<file path="config.mk">
export PLATFORM = sky130hd
export DESIGN_NAME = fetch_ctrl
export DESIGN_NICKNAME = d
export VERILOG_FILES = /design/src/rtl/fetch_ctrl.sv
export SDC_FILE = /design/constraint.sdc
export NUM_CORES = 1
export LEC_CHECK = 0
export CAP_MARGIN = 20
export CORE_MARGIN = 8
export CORE_UTILIZATION = 48
export CTS_BUF_LIST = sky130_fd_sc_hd__clkbuf_8
export DETAILED_ROUTE_END_ITERATION = 12
export PLACE_DENSITY = 0.82
export SLEW_MARGIN = 15
export SYNTH_ARGS = -nofsm -noshare
export SYNTH_HDL_FRONTEND = slang
export SYNTH_SLANG_ARGS = --single-unit
</file>
<file path="constraint.sdc">
create_clock -name clk -period 2.62 [get_ports clk]
set_clock_uncertainty 0.05 [all_clocks]
set_input_delay 0.393 -clock clk [delete_from_list [all_inputs] [get_ports clk]]
set_output_delay 0.393 -clock clk [all_outputs]
set_load 0.01 [all_outputs]
</file>
<file path="src/rtl/fetch_ctrl.sv">
// fetch_ctrl: PC sequencer and fetch controller for the MIPS IF stage.
// Owns the PC, drives the synchronous instruction memory's address and enable,
// and produces the valid/flush qualifiers consumed by the IF/ID register.
//
// state    | meaning
// ---------+---------------------------------------------------------------
// RUN   00 | fetching one instruction per cycle
// STALL 01 | ID requested a hold; pc, id_pc and if_valid are frozen
// HALT  10 | fetch stopped; only a redirect (pc load) or resume acts
module fetch_ctrl #(
  parameter int              PC_W     = 6,
  parameter logic [PC_W-1:0] RESET_PC = '0,
  parameter int              CNT_W    = 16
) (
  input  logic              clk,
  input  logic              rst,
  input  logic              stall,
  input  logic              jmp_en,
  input  logic [PC_W-1:0]   jmp_address,
  input  logic              br_en,
  input  logic [PC_W-1:0]   br_offset,
  input  logic              halt_req,
  input  logic              resume,
  output logic [PC_W-1:0]   pc,
  output logic [PC_W-1:0]   PCnext,
  output logic              imem_en,
  output logic              if_valid,
  output logic              flush,
  output logic [PC_W-1:0]   id_pc,
  output logic [1:0]        state,
  output logic [CNT_W-1:0]  fetch_cnt
);

  typedef enum logic [1:0] {
    ST_RUN   = 2'b00,
    ST_STALL = 2'b01,
    ST_HALT  = 2'b10
  } state_e;

  state_e             state_q, state_d;
  logic [PC_W-1:0]    pc_q, id_pc_q;
  logic               if_valid_q, flush_q;
  logic [CNT_W-1:0]   fetch_cnt_q;

  logic               redirect;
  logic               seq_fetch;
  logic [PC_W-1:0]    target;

  // Jump beats branch. Modular add at PC_W bits gives the sign-extended
  // offset behaviour for free, including wrap past the top of memory.
  assign redirect = jmp_en | br_en;
  assign target   = jmp_en ? jmp_address : (id_pc_q + PC_W'(1) + br_offset);

  // State register
  always_ff @(posedge clk) begin
    if (rst) state_q <= ST_RUN;
    else     state_q <= state_d;
  end

  // Next-state: redirect > halt_req > stall > sequential; HALT only leaves on resume
  always_comb begin
    state_d = state_q;
    case (state_q)
      ST_HALT: begin
        if (!redirect && resume && !halt_req) state_d = ST_RUN;
      end
      default: begin
        if (redirect)      state_d = ST_RUN;
        else if (halt_req) state_d = ST_HALT;
        else if (stall)    state_d = ST_STALL;
        else               state_d = ST_RUN;
      end
    endcase
  end

  // Outputs: memory enable and the "a fetch is committed this edge" strobe
  always_comb begin
    imem_en   = (state_q != ST_HALT) && !stall && !redirect;
    seq_fetch = imem_en && !halt_req;
  end

  // PC, IF/ID qualifiers and fetch counter
  always_ff @(posedge clk) begin
    if (rst) begin
      pc_q        <= RESET_PC;
      id_pc_q     <= '0;
      if_valid_q  <= 1'b0;
      flush_q     <= 1'b0;
      fetch_cnt_q <= '0;
    end else begin
      flush_q <= redirect;
      if (redirect) begin
        pc_q       <= target;
        if_valid_q <= 1'b0;
      end else if (seq_fetch) begin
        id_pc_q     <= pc_q;
        pc_q        <= pc_q + PC_W'(1);
        if_valid_q  <= 1'b1;
        fetch_cnt_q <= fetch_cnt_q + CNT_W'(1);
      end else if (state_d == ST_HALT) begin
        if_valid_q <= 1'b0;
      end
    end
  end

  assign pc        = pc_q;
  assign PCnext    = id_pc_q + PC_W'(1);
  assign if_valid  = if_valid_q;
  assign flush     = flush_q;
  assign id_pc     = id_pc_q;
  assign state     = state_q;
  assign fetch_cnt = fetch_cnt_q;

endmodule

</file>
==> metrics.log <==
[metrics] average wire per cell in the routed design: 14.80 µm
[metrics] worst voltage drop across the vdd grid: 0.3104 mV
[metrics] cell type group with the largest total delay on the critical path: simple AND/OR/NAND/NOR gates
[metrics] type of the setup path with the least slack: reg -> reg
[metrics] share of the clock period used by the worst path after layout: 92.67%
[metrics] highest net fanout along the worst path: 5
[metrics] GR Overflow Total: 0
[metrics] latest clock arrival within the worst-skew pair: 0.28 ns
[metrics] proportion of netlist area held by the largest area contributor: 35.61%
[metrics] die area: 0.005964 mm²
[metrics] number of max-slew violations in the final report: 0
[metrics] RD Place Congestion: 0.8628
[metrics] post-route cell area: 0.002562 mm²
[metrics] ys async rst share: 0%
[metrics] Num CTS Buffers: 5
[metrics] largest area contributor in the synthesized netlist: sky130_fd_sc_hd__dfxtp_1
[metrics] startpoint kind of the worst setup timing path: flip-flop
[metrics] placeable core area: 0.003633 mm²
[metrics] average vias per placed instance: 5.256
[metrics] cell with the most instances on the worst path: sky130_fd_sc_hd__ha_1
[metrics] die width: 77.23 µm
[metrics] fin cells: 320
[metrics] via count of the first global-routing pass: 1697
[metrics] leading post-synthesis cells by cell area: sky130_fd_sc_hd__dfxtp_1 36%, sky130_fd_sc_hd__ha_1 6.3%, sky130_fd_sc_hd__nor2_1 6.3%
[metrics] critical path depth: 8
[metrics] critical path buffer and inverter count: 0
[metrics] Resized cells post-CTS: 0
[metrics] outcome: completed
[metrics] number of levels the H-tree was split into: 2
[metrics] count of cells along the worst hold path: 2
[metrics] Pre-Repair DR Iteration Count: 4
[metrics] delay of the slowest cell on the worst path: 0.47 ns
[metrics] required time of the critical path: 2.76 ns
[metrics] share of final-layout standard cells stronger than drive strength 1: 8.456%
[metrics] maximum clock rate: 411.9 MHz
[metrics] Ys Warns: 0
[metrics] number of diodes added for antenna fixing: 0
[metrics] Placed Instance Area: 0.002455 mm²
[metrics] static leakage: 1.024 nW
[metrics] mean instance size in the synthesized netlist: 8.734 µm²
[metrics] number of routed nets with antenna violations: 0
[metrics] Top-Level Pins: 58
[metrics] fill cell instance count of the final layout: 308
[metrics] Area Overhead vs Synth: 42.42%
[metrics] CTS tree: built
[metrics] total number of nets in the final design: 300
[metrics] post-CTS setup buffer count: 0
[metrics] # setup viols final: 0
[metrics] crit path capture type: flip-flop
[metrics] # DRC: 0
[metrics] most used cells in the layout excluding fill and tap cells: 57 x sky130_fd_sc_hd__clkdlybuf4s50_1, 32 x sky130_fd_sc_hd__dfxtp_1, 30 x sky130_fd_sc_hd__nor2_1
[metrics] most common cell after layout, fill and taps aside: sky130_fd_sc_hd__clkdlybuf4s50_1
[metrics] count of flip-flops with a built-in enable after synthesis: 0
[metrics] number of rows in the core area: 22
[metrics] final hold vios: 0
[metrics] clock transition at the register clock pins on the worst setup and hold paths after CTS: 0.07 ns
[metrics] clk sinks: 32
[metrics] total negative setup slack: 0 ns
[metrics] Routed WL: 4737 µm
[metrics] drt first-iter violations: 100
[metrics] gr usage total: 16.60%
[metrics] arrival time at the worst endpoint: 2.57 ns
[metrics] port bufs: 57
[metrics] Inst Count DP: 312
[metrics] worst-path cell chain: ha_1, xor2_1, ha_1, nor2b_1, o21ai_1, a21oi_1, or4_4, a311oi_2
[metrics] Worst Tran Pin Value: 0.5840 ns
[metrics] top_reg_cell synth: sky130_fd_sc_hd__dfxtp_1
[metrics] class of the tightest hold or removal check: reg -> reg
[metrics] CTS root buffer: sky130_fd_sc_hd__clkbuf_8
[metrics] slowest stage cell, crit path: sky130_fd_sc_hd__or4_4
[metrics] total number of vias: 1682
[metrics] mapped cell area: 0.001799 mm²
[metrics] number of storage elements in the synthesis netlist: 32
[metrics] Syn Nets: 235
[metrics] number of max-cap violations: 0
[metrics] final critical-path required period: 2.428 ns
[metrics] count of hold-fix buffers inserted at cts: 0
[metrics] wire length of the first global-routing pass: 8217 µm
[metrics] proportion of synthesized chip area in sequential cells: 35.61%
[metrics] RSZ-0062 raised after global routing: false
[metrics] initial antenna violation count: 0
[metrics] initial core utilization: 49.52%
[metrics] overall die height: 77.23 µm
[metrics] largest buffer count on any clock path: 2
[metrics] synth unique cells: 39
[metrics] Post-DP HPWL: 3671 µm
[metrics] Max-slew headroom: 60.71%
[metrics] number of cells on the worst reg-to-reg path: 8
[metrics] post-synthesis instance total: 206
[metrics] ratio of total power to cell area: 440.8 mW/mm²
[metrics] pin count of the biggest net entering global routing: 18
==> sequential cells by signal, summed over array words and instances (netlist names) <==
name / flops
pc: 6
fetch_cnt: 16
state: 2
if_valid: 1
id_pc: 6
flush: 1
==> metal layers <==
metal | track usage, % | part of all wire (%) | up-vias
li1 | - | - | 853
met1 | 20.45 | 46 | 780
met2 | 26.20 | 48 | 40
met3 | 3.846 | 4.0 | 9
met4 | 8.491 | 2.4 | 0
met5 | 0 | 0 | -
==> metrics by stage <==
| stage | utilization (%) | power [W] | hold WS, ns | worst slack (ns) |
|---|---|---|---|---|
| floorplan | - | 0.0006003 | 0.4605 | 0.2491 |
| global placement | 67.56 | 0.0006818 | 0.4364 | 0.01815 |
| detailed placement | 67.56 | 0.0006845 | 0.4443 | -0.004124 |
| CTS | 70.52 | 0.001138 | 0.4572 | 0.1959 |
| global route | 70.52 | 0.001188 | 0.4917 | 0.01384 |
| finish | 70.52 | 0.001130 | 0.4514 | 0.1921 |
==> final cells by class <==
| cell class | count | area [µm²] | area share [%] |
|---|---|---|---|
| Timing Repair Buffer | 66 | 638.1 | 24.90 |
| Clock inverter | 3 | 38.79 | 1.514 |
| Multi-Input combinational cell | 157 | 1082 | 42.24 |
| Clock buffer | 5 | 68.82 | 2.686 |
| Tap cell | 48 | 60.06 | 2.344 |
| Inverter | 9 | 33.78 | 1.318 |
| Sequential cell | 32 | 640.6 | 25.00 |
==> logic make-up (layout without fill, tap and decap cells) <==
family	count (synthesis)	count (layout)	synth area share, %
AO/OA/AOI/OAI	30	30	10.92
XOR/XNOR	22	22	11.54
adder cells (fa/ha/maj)	10	10	7.372
buffers and inverters	17	83	4.241
flip-flops	32	32	35.60
multiplexers	10	10	5.564
AND/OR/NAND/NOR	85	85	24.76
==> tightest hold or removal path, delay by kind of cell, from the launching register on <==
kind / cells / cell delay, ns
flops: 1 / 0.33
compound gates: 2 / 0.13
==> report_power, final <==
| part | leakage [nW] | total [W] | switching (W) | internal, W |
|---|---|---|---|---|
| clock network | 0.0593 | 0.000455 | 0.000177 | 0.000278 |
| logic | 0.705 | 0.000162 | 0.0000721 | 0.0000895 |
| registers | 0.260 | 0.000513 | 0.0000155 | 0.000498 |
| total | 1.02 | 0.00113 | 0.000264 | 0.000865 |
==> cell usage after synthesis, drive strengths merged, types with 5 or more instances <==
cell type and instances:
xnor2 9, dfxtp 32, mux2i 10, nor3 6
nand3 8, nor2 30, xor2 12, and3 8
ha 9, nand2 10, nand4 5, o21ai 7
inv 9, a21oi 10
==> final timing paths <==
| check | startpoint | to | slack [ns] |
|---|---|---|---|
| worst max-delay path | id_pc[0] | pc[4] | 0.19 |
| worst min-delay path | fetch_cnt[5] | fetch_cnt[5] | 0.45 |
| worst max register to register | id_pc[0] | pc[4] | 0.19 |
| worst min register to register | fetch_cnt[5] | fetch_cnt[5] | 0.45 |
Power figures use the tool's default switching activity.
